[src/rtl/pu_seq_controller_if.sv]
// rtl/pu_seq_controller_if.sv - control bundle between layer controller, PU sequencer and PU datapath
//
// Parameter:
//   CNT_W      width of the MAC round index
// Signals:
//   start      request a neuron computation (layer controller -> sequencer)
//   abort      synchronous abort back to IDLE (layer controller -> sequencer)
//   out_ack    result accepted by the consumer (layer controller -> sequencer)
//   round      current MAC index / weight-data address (sequencer -> datapath)
//   data_ld    load input-data register
//   acc_clr    clear accumulator
//   acc_en     accumulator update enable
//   bias_en    steer bias into the adder
//   act_en     activation-stage enable
//   out_ld     load output register
//   out_valid  result available
//   busy       sequencer not idle
// Modports:
//   master     layer-controller / datapath view
//   slave      sequencer view
interface pu_seq_controller_if #(
  parameter int CNT_W = 4
) ();
  logic             start;
  logic             abort;
  logic             out_ack;
  logic [CNT_W-1:0] round;
  logic             data_ld;
  logic             acc_clr;
  logic             acc_en;
  logic             bias_en;
  logic             act_en;
  logic             out_ld;
  logic             out_valid;
  logic             busy;

  modport master (
    output start, abort, out_ack,
    input  round, data_ld, acc_clr, acc_en, bias_en, act_en, out_ld, out_valid, busy
  );

  modport slave (
    input  start, abort, out_ack,
    output round, data_ld, acc_clr, acc_en, bias_en, act_en, out_ld, out_valid, busy
  );
endinterface

[src/rtl/pu_seq_controller.sv]
// rtl/pu_seq_controller.sv - sequencing controller for one MLP neuron processing unit
//
// Sequence per neuron: IDLE -> MAC (N_INPUTS rounds) -> [DRAIN] -> BIAS -> ACT -> DONE,
// with a valid/ack result handshake and a synchronous abort that wins over everything.
//
// Optional feature macro: PU_MULT_PIPE_EN
//   defined   registered multiplier: DRAIN state after MAC, acc_en low in the first
//             MAC cycle, latency start -> out_valid of N_INPUTS+4 cycles
//   undefined no DRAIN, latency N_INPUTS+3 cycles
//
// Parameters:
//   N_INPUTS   MAC rounds per neuron (>= 1)
//   CNT_W      round index width (2**CNT_W >= N_INPUTS)
// Ports:
//   clk        clock, rising edge
//   rst_n      asynchronous active-low reset
//   bus        pu_seq_controller_if.slave: start/abort/out_ack in, control strobes out
module pu_seq_controller #(
  parameter int N_INPUTS = 8,
  parameter int CNT_W    = 4
) (
  input  logic                 clk,
  input  logic                 rst_n,
  pu_seq_controller_if.slave   bus
);

`ifdef PU_MULT_PIPE_EN
  typedef enum logic [2:0] {
    S_IDLE  = 3'd0,
    S_MAC   = 3'd1,
    S_BIAS  = 3'd2,
    S_ACT   = 3'd3,
    S_DONE  = 3'd4,
    S_DRAIN = 3'd5
  } state_t;
`else
  typedef enum logic [2:0] {
    S_IDLE  = 3'd0,
    S_MAC   = 3'd1,
    S_BIAS  = 3'd2,
    S_ACT   = 3'd3,
    S_DONE  = 3'd4
  } state_t;
`endif

  localparam logic [CNT_W-1:0] LAST_ROUND = CNT_W'(N_INPUTS - 1);

  state_t           state, state_nxt;
  logic [CNT_W-1:0] round_q, round_nxt;
  logic             acc_clr_q, acc_en_q, bias_en_q, act_en_q, out_ld_q, out_valid_q, busy_q;
  logic             acc_en_nxt;

  // Next-state and next-round selection; abort overrides every other condition.
  always_comb begin
    state_nxt = state;
    round_nxt = round_q;
    if (bus.abort) begin
      state_nxt = S_IDLE;
      round_nxt = '0;
    end else begin
      case (state)
        S_IDLE: begin
          round_nxt = '0;
          if (bus.start) state_nxt = S_MAC;
        end
        S_MAC: begin
          if (round_q == LAST_ROUND) begin
`ifdef PU_MULT_PIPE_EN
            state_nxt = S_DRAIN;
`else
            state_nxt = S_BIAS;
`endif
          end else begin
            round_nxt = round_q + 1'b1;
          end
        end
`ifdef PU_MULT_PIPE_EN
        S_DRAIN: state_nxt = S_BIAS;
`endif
        S_BIAS: state_nxt = S_ACT;
        S_ACT:  state_nxt = S_DONE;
        S_DONE: begin
          if (bus.out_ack) begin
            state_nxt = S_IDLE;
            round_nxt = '0;
          end
        end
        default: begin
          // unused encodings fall back to IDLE
          state_nxt = S_IDLE;
          round_nxt = '0;
        end
      endcase
    end
  end

  // The multiplier register delays products by one cycle, so the first MAC cycle
  // has nothing to accumulate yet and DRAIN picks up the last product.
`ifdef PU_MULT_PIPE_EN
  assign acc_en_nxt = ((state_nxt == S_MAC) && (round_nxt != '0)) ||
                      (state_nxt == S_DRAIN) || (state_nxt == S_BIAS);
`else
  assign acc_en_nxt = (state_nxt == S_MAC) || (state_nxt == S_BIAS);
`endif

  // Moore outputs are registered from the next state so they line up with the state.
  always_ff @(posedge clk or negedge rst_n) begin
    if (!rst_n) begin
      state       <= S_IDLE;
      round_q     <= '0;
      acc_clr_q   <= 1'b1;
      acc_en_q    <= 1'b0;
      bias_en_q   <= 1'b0;
      act_en_q    <= 1'b0;
      out_ld_q    <= 1'b0;
      out_valid_q <= 1'b0;
      busy_q      <= 1'b0;
    end else begin
      state       <= state_nxt;
      round_q     <= round_nxt;
      acc_clr_q   <= (state_nxt == S_IDLE);
      acc_en_q    <= acc_en_nxt;
      bias_en_q   <= (state_nxt == S_BIAS);
      act_en_q    <= (state_nxt == S_ACT);
      out_ld_q    <= (state_nxt == S_ACT);
      out_valid_q <= (state_nxt == S_DONE);
      busy_q      <= (state_nxt != S_IDLE);
    end
  end

  // data_ld is the only Mealy output: it loads the first data word in the start cycle.
  assign bus.data_ld   = rst_n && (state == S_IDLE) && bus.start && !bus.abort;
  assign bus.round     = round_q;
  assign bus.acc_clr   = acc_clr_q;
  assign bus.acc_en    = acc_en_q;
  assign bus.bias_en   = bias_en_q;
  assign bus.act_en    = act_en_q;
  assign bus.out_ld    = out_ld_q;
  assign bus.out_valid = out_valid_q;
  assign bus.busy      = busy_q;

endmodule

[src/flat_wrapper.sv]
// flat-port wrapper written by rule: the top's interface ports become plain ports
module pu_seq_controller_flat 
#(
  parameter int N_INPUTS = 8,
  parameter int CNT_W    = 4
)
  (clk, rst_n, bus_start, bus_abort, bus_out_ack, bus_round, bus_data_ld, bus_acc_clr, bus_acc_en, bus_bias_en, bus_act_en, bus_out_ld, bus_out_valid, bus_busy);
  pu_seq_controller_if #(.CNT_W(CNT_W)) bus_i ();
  input  logic clk;
  input  logic rst_n;
  input wire logic [$bits(bus_i.start)-1:0] bus_start;
  input wire logic [$bits(bus_i.abort)-1:0] bus_abort;
  input wire logic [$bits(bus_i.out_ack)-1:0] bus_out_ack;
  output wire logic [$bits(bus_i.round)-1:0] bus_round;
  output wire logic [$bits(bus_i.data_ld)-1:0] bus_data_ld;
  output wire logic [$bits(bus_i.acc_clr)-1:0] bus_acc_clr;
  output wire logic [$bits(bus_i.acc_en)-1:0] bus_acc_en;
  output wire logic [$bits(bus_i.bias_en)-1:0] bus_bias_en;
  output wire logic [$bits(bus_i.act_en)-1:0] bus_act_en;
  output wire logic [$bits(bus_i.out_ld)-1:0] bus_out_ld;
  output wire logic [$bits(bus_i.out_valid)-1:0] bus_out_valid;
  output wire logic [$bits(bus_i.busy)-1:0] bus_busy;
  assign bus_i.start = bus_start;
  assign bus_i.abort = bus_abort;
  assign bus_i.out_ack = bus_out_ack;
  assign bus_round = bus_i.round;
  assign bus_data_ld = bus_i.data_ld;
  assign bus_acc_clr = bus_i.acc_clr;
  assign bus_acc_en = bus_i.acc_en;
  assign bus_bias_en = bus_i.bias_en;
  assign bus_act_en = bus_i.act_en;
  assign bus_out_ld = bus_i.out_ld;
  assign bus_out_valid = bus_i.out_valid;
  assign bus_busy = bus_i.busy;
  pu_seq_controller #(.N_INPUTS(N_INPUTS), .CNT_W(CNT_W)) u_core (.clk(clk), .rst_n(rst_n), .bus(bus_i));
endmodule
[config.mk]
export PLATFORM = sky130hd
export DESIGN_NAME = pu_seq_controller_flat
export DESIGN_NICKNAME = d
export VERILOG_FILES = /design/src/rtl/pu_seq_controller_if.sv /design/src/rtl/pu_seq_controller.sv /design/src/flat_wrapper.sv
export SDC_FILE = /design/constraint.sdc
export NUM_CORES = 1
export LEC_CHECK = 0
export ABC_AREA = 1
export CORE_UTILIZATION = 31
export DETAILED_ROUTE_END_ITERATION = 10
export PLACE_DENSITY_LB_ADDON = 0.12
export REMOVE_ABC_BUFFERS = 1
export SLEW_MARGIN = 20
export SYNTH_ARGS = -nofsm -noshare
export SYNTH_HDL_FRONTEND = slang
export SYNTH_SLANG_ARGS = --single-unit
export TNS_END_PERCENT = 5
[constraint.sdc]
create_clock -name clk -period 1.25 [get_ports clk]
set_input_delay 0.3125 -clock clk [delete_from_list [all_inputs] [get_ports clk]]
set_output_delay 0.3125 -clock clk [all_outputs]
set_load 0.03 [all_outputs]
==> results of run 1 <==
-- timing repair --
action	in CTS	in global routing
hold buffers	0	0
pin swaps	1	0
setup buffers	2	0
endpoints found under the hold margin	0	0
endpoints found under the setup margin	10	14
resized for setup	15	4
-- synthesized netlist by cell type --
| cell type | number | share of area |
|---|---|---|
| nand2_1 | 15 | 0.089 |
| dfrtp_1 | 12 | 0.47 |
| inv_1 | 8 | 0.047 |
| nand3_1 | 8 | 0.063 |
| nor2_1 | 8 | 0.047 |
| nand3b_1 | 3 | 0.036 |
| a21oi_1 | 2 | 0.016 |
| nand3_2 | 2 | 0.032 |
| nand4_1 | 2 | 0.020 |
| nor2_2 | 2 | 0.020 |
| nor2_4 | 2 | 0.036 |
| buf_4 | 1 | 0.012 |
| dfstp_2 | 1 | 0.041 |
| ha_1 | 1 | 0.020 |
| inv_2 | 1 | 0.0059 |
| nand2_2 | 1 | 0.0099 |
| o211ai_1 | 1 | 0.012 |
| o21ai_1 | 1 | 0.0079 |
| xor2_1 | 1 | 0.014 |
-- sequential cells by signal, indices dropped and copies added, names as in the netlist --
| signal | cells |
|---|---|
| u_core.bus.round | 4 |
| u_core.state | 3 |
| u_core.bus.acc_clr | 1 |
| u_core.bus.acc_en | 1 |
| u_core.bus.act_en | 1 |
| u_core.bus.bias_en | 1 |
| u_core.bus.busy | 1 |
| u_core.bus.out_valid | 1 |
-- layer usage --
metal | routed length (um) | part of all wire | vias up
met1 | 746 | 0.53 | 272
met4 | 12 | 0.0085 | 0
li1 | - | - | 292
met3 | 69 | 0.049 | 2
met5 | 0 | 0 | -
met2 | 590 | 0.42 | 12
-- cell usage in the layout (no fill, tap or decap), types with 2 or more instances in the layout --
| master | instances |
|---|---|
| buf_4 | 15 |
| nand2_1 | 13 |
| dfrtp_1 | 12 |
| nand3_1 | 8 |
| nor2_1 | 7 |
| buf_6 | 6 |
| inv_1 | 5 |
| clkdlybuf4s50_1 | 4 |
| inv_2 | 3 |
| nor2_4 | 3 |
| nand3b_1 | 3 |
| clkbuf_4 | 3 |
| nand3_4 | 2 |
| nor2_2 | 2 |
| nand2_2 | 2 |
| a21oi_1 | 2 |
| nand4_1 | 2 |
-- cells by family (layout without fill, tap and decap cells) --
logic type,after synthesis,count (layout),share of synthesized area
simple gates,43,43,0.3511
flops,13,13,0.5148
buf+inv,10,39,0.06509
compound gates,4,4,0.03550
fa+ha+maj,1,1,0.01972
xor+xnor,1,1,0.01381
-- worst max path at each step --
stage	to	slack, ns	depth (start not counted)
after CTS	bus_data_ld	-0.24	4
after global routing	bus_data_ld	-0.35	4
after detailed placement	bus_data_ld	-0.23	4
after floorplan	u_core.bus.round[2]	-0.15	7
final	bus_data_ld	-0.22	4
after global placement	bus_data_ld	-0.22	4
-- where the power goes --
part	switching (mW)	total [mW]	internal [mW]
logic	0.0840	0.148	0.0638
registers	0.00726	0.443	0.435
clock network	0.146	0.265	0.118
-- metrics by stage --
stage	setup slack (ns)	hold WS, ns	power [mW]	instances	setup TNS (ns)
finish	-0.2226	0.3721	0.8553	126	-0.3004
floorplan	-0.1454	0.01691	0.5107	71	-1.219
global route	-0.3459	0.3742	0.9002	126	-0.7854
CTS	-0.2400	0.3718	0.8620	126	-0.3017
detailed placement	-0.2311	0.5635	0.5798	120	-1.749
global placement	-0.2242	0.5575	0.5795	120	-1.590
-- cell type report --
cell class / instances / area, um2 / area share
repair buffers: 26 / 240.2 / 0.2484
flip-flops and latches: 13 / 326.6 / 0.3376
inverters: 9 / 36.28 / 0.03752
clock inverters: 1 / 5.005 / 0.005175
clock buffers: 3 / 22.52 / 0.02329
well taps: 25 / 31.28 / 0.03234
multi-input cells: 49 / 305.3 / 0.3157
==> impl_metrics.yaml, run 1 <==
status:
  outcome: "complete, but fails checks"
  violations: "negative setup slack"
cells_and_area:
  drive_gt1_frac: 0.4257
  post-route-cell-area_um2: 967.2
  diodes: 0
  nFillCells: 179
  utilization: 0.5313
  areaGrowthSynthToFinish_pct: 52.47
  nets: 108
logic_synthesis:
  ys_ff_latch: 13
  avgSynthCellArea_um2: 8.811
  syn_area_um2: 634.4
  synth_cell_types: 19
  postSynthCellCount: 72
  yosysWarnings: 0
  synth_seq_area_share: 0.5148
sta:
  maxSlewViolCount: 0
  layout_setup_ws_ns: -0.2226
  finalHoldViolCount: 0
  slew_headroom: 0.8146
  grt_setup_unrepaired: "yes"
  fmax_ghz: 0.6791
  setup_viol: 3
  tightest_slew_ns: 0.2780
  period_minus_slack_ns: 1.473
  finalClockSkew_ns: 0.003322
  fin_crit_sh: 1.178
setup_path:
  start_kind: "input port"
  crit_chain: "clkdlybuf4s50_1 > nand4_1 > nor2_1 > buf_4"
  crit_required_ns: 0.94
  critPathMaxFanout: 2
  r2r_start: "u_core.state[1]"
  rrSetupSlack_ns: 0.03
  critical-path-max-stage-delay_ns: 0.49
  reg2reg_depth: 9
  cp.arrival_ns: 1.16
  crit_start: "bus_start"
  r2r-end: "u_core.bus.acc_en"
  path_buf_inv: 2
  critPathKind: "input port to primary output"
  critPathCaptureType: "primary output"
  critPathTopFamily: "buffers and inverters"
  critical_path.slowest_cell: "clkdlybuf4s50_1"
global_routing:
  use_met1: 0.2267
  grt-ovfl-total: 0
  busiest_layer: "met1"
  grt_use_met2: 0.2000
  grt_max_degree: 14
  grt_use_met3: 0.03462
  grt_pass1_wl_um: 2228
  grtUsageTotal: 0.1525
  grt_pass1_vias: 488
  antenna_found_initial: 0
routing:
  remaining_drc_errors: 0
  postRouteAntennaNets: 0
  drt-total-wl_um: 1418
  drt-pass1-iter-count: 4
  wl_per_cell_um: 11.25
  via_count: 578
  drt-initial-drc-count: 8
  routed_via_density: 4.587
place:
  placed_area_um2: 860.8
  io_buffers: 16
  hpwl_um: 1040
  gp_congestion: 0.7714
cts:
  cts_max_path_buffers: 2
  clockRootBuffer: "clkbuf_4"
  path_clk_slew_ns: 0.09
  cts_tree: "yes"
  cts_max_level: 1
  clkLatencyLatePin_ns: 0.27
  cts_sinks: 13
  cts_buffers: 3
pwr:
  ir_worst_vdd_mv: 0.6757
  p_per_area_nw_per_um2: 884.4
  p_leak_nw: 0.5131
floorplanning:
  fp.dieW_um: 47.24
  start_util: 0.3485
  io_pins: 17
  dieArea_um2: 2231
  fp-row-count: 15
  die_h_um: 47.24
  coreArea_um2: 1821
min_path:
  hold_path_class: "input port to asynchronous set/reset pin"
job:
  cap_violations: 0
Note: power is estimated with default switching activity, not from simulation.
==> run 2, diff against run 1 <==
Settings changed: CTS_CLUSTER_DIAMETER from default to 150.
==> results of run 2 <==
Same layout as run 1: the final DEF is identical, and so are final timing and power.
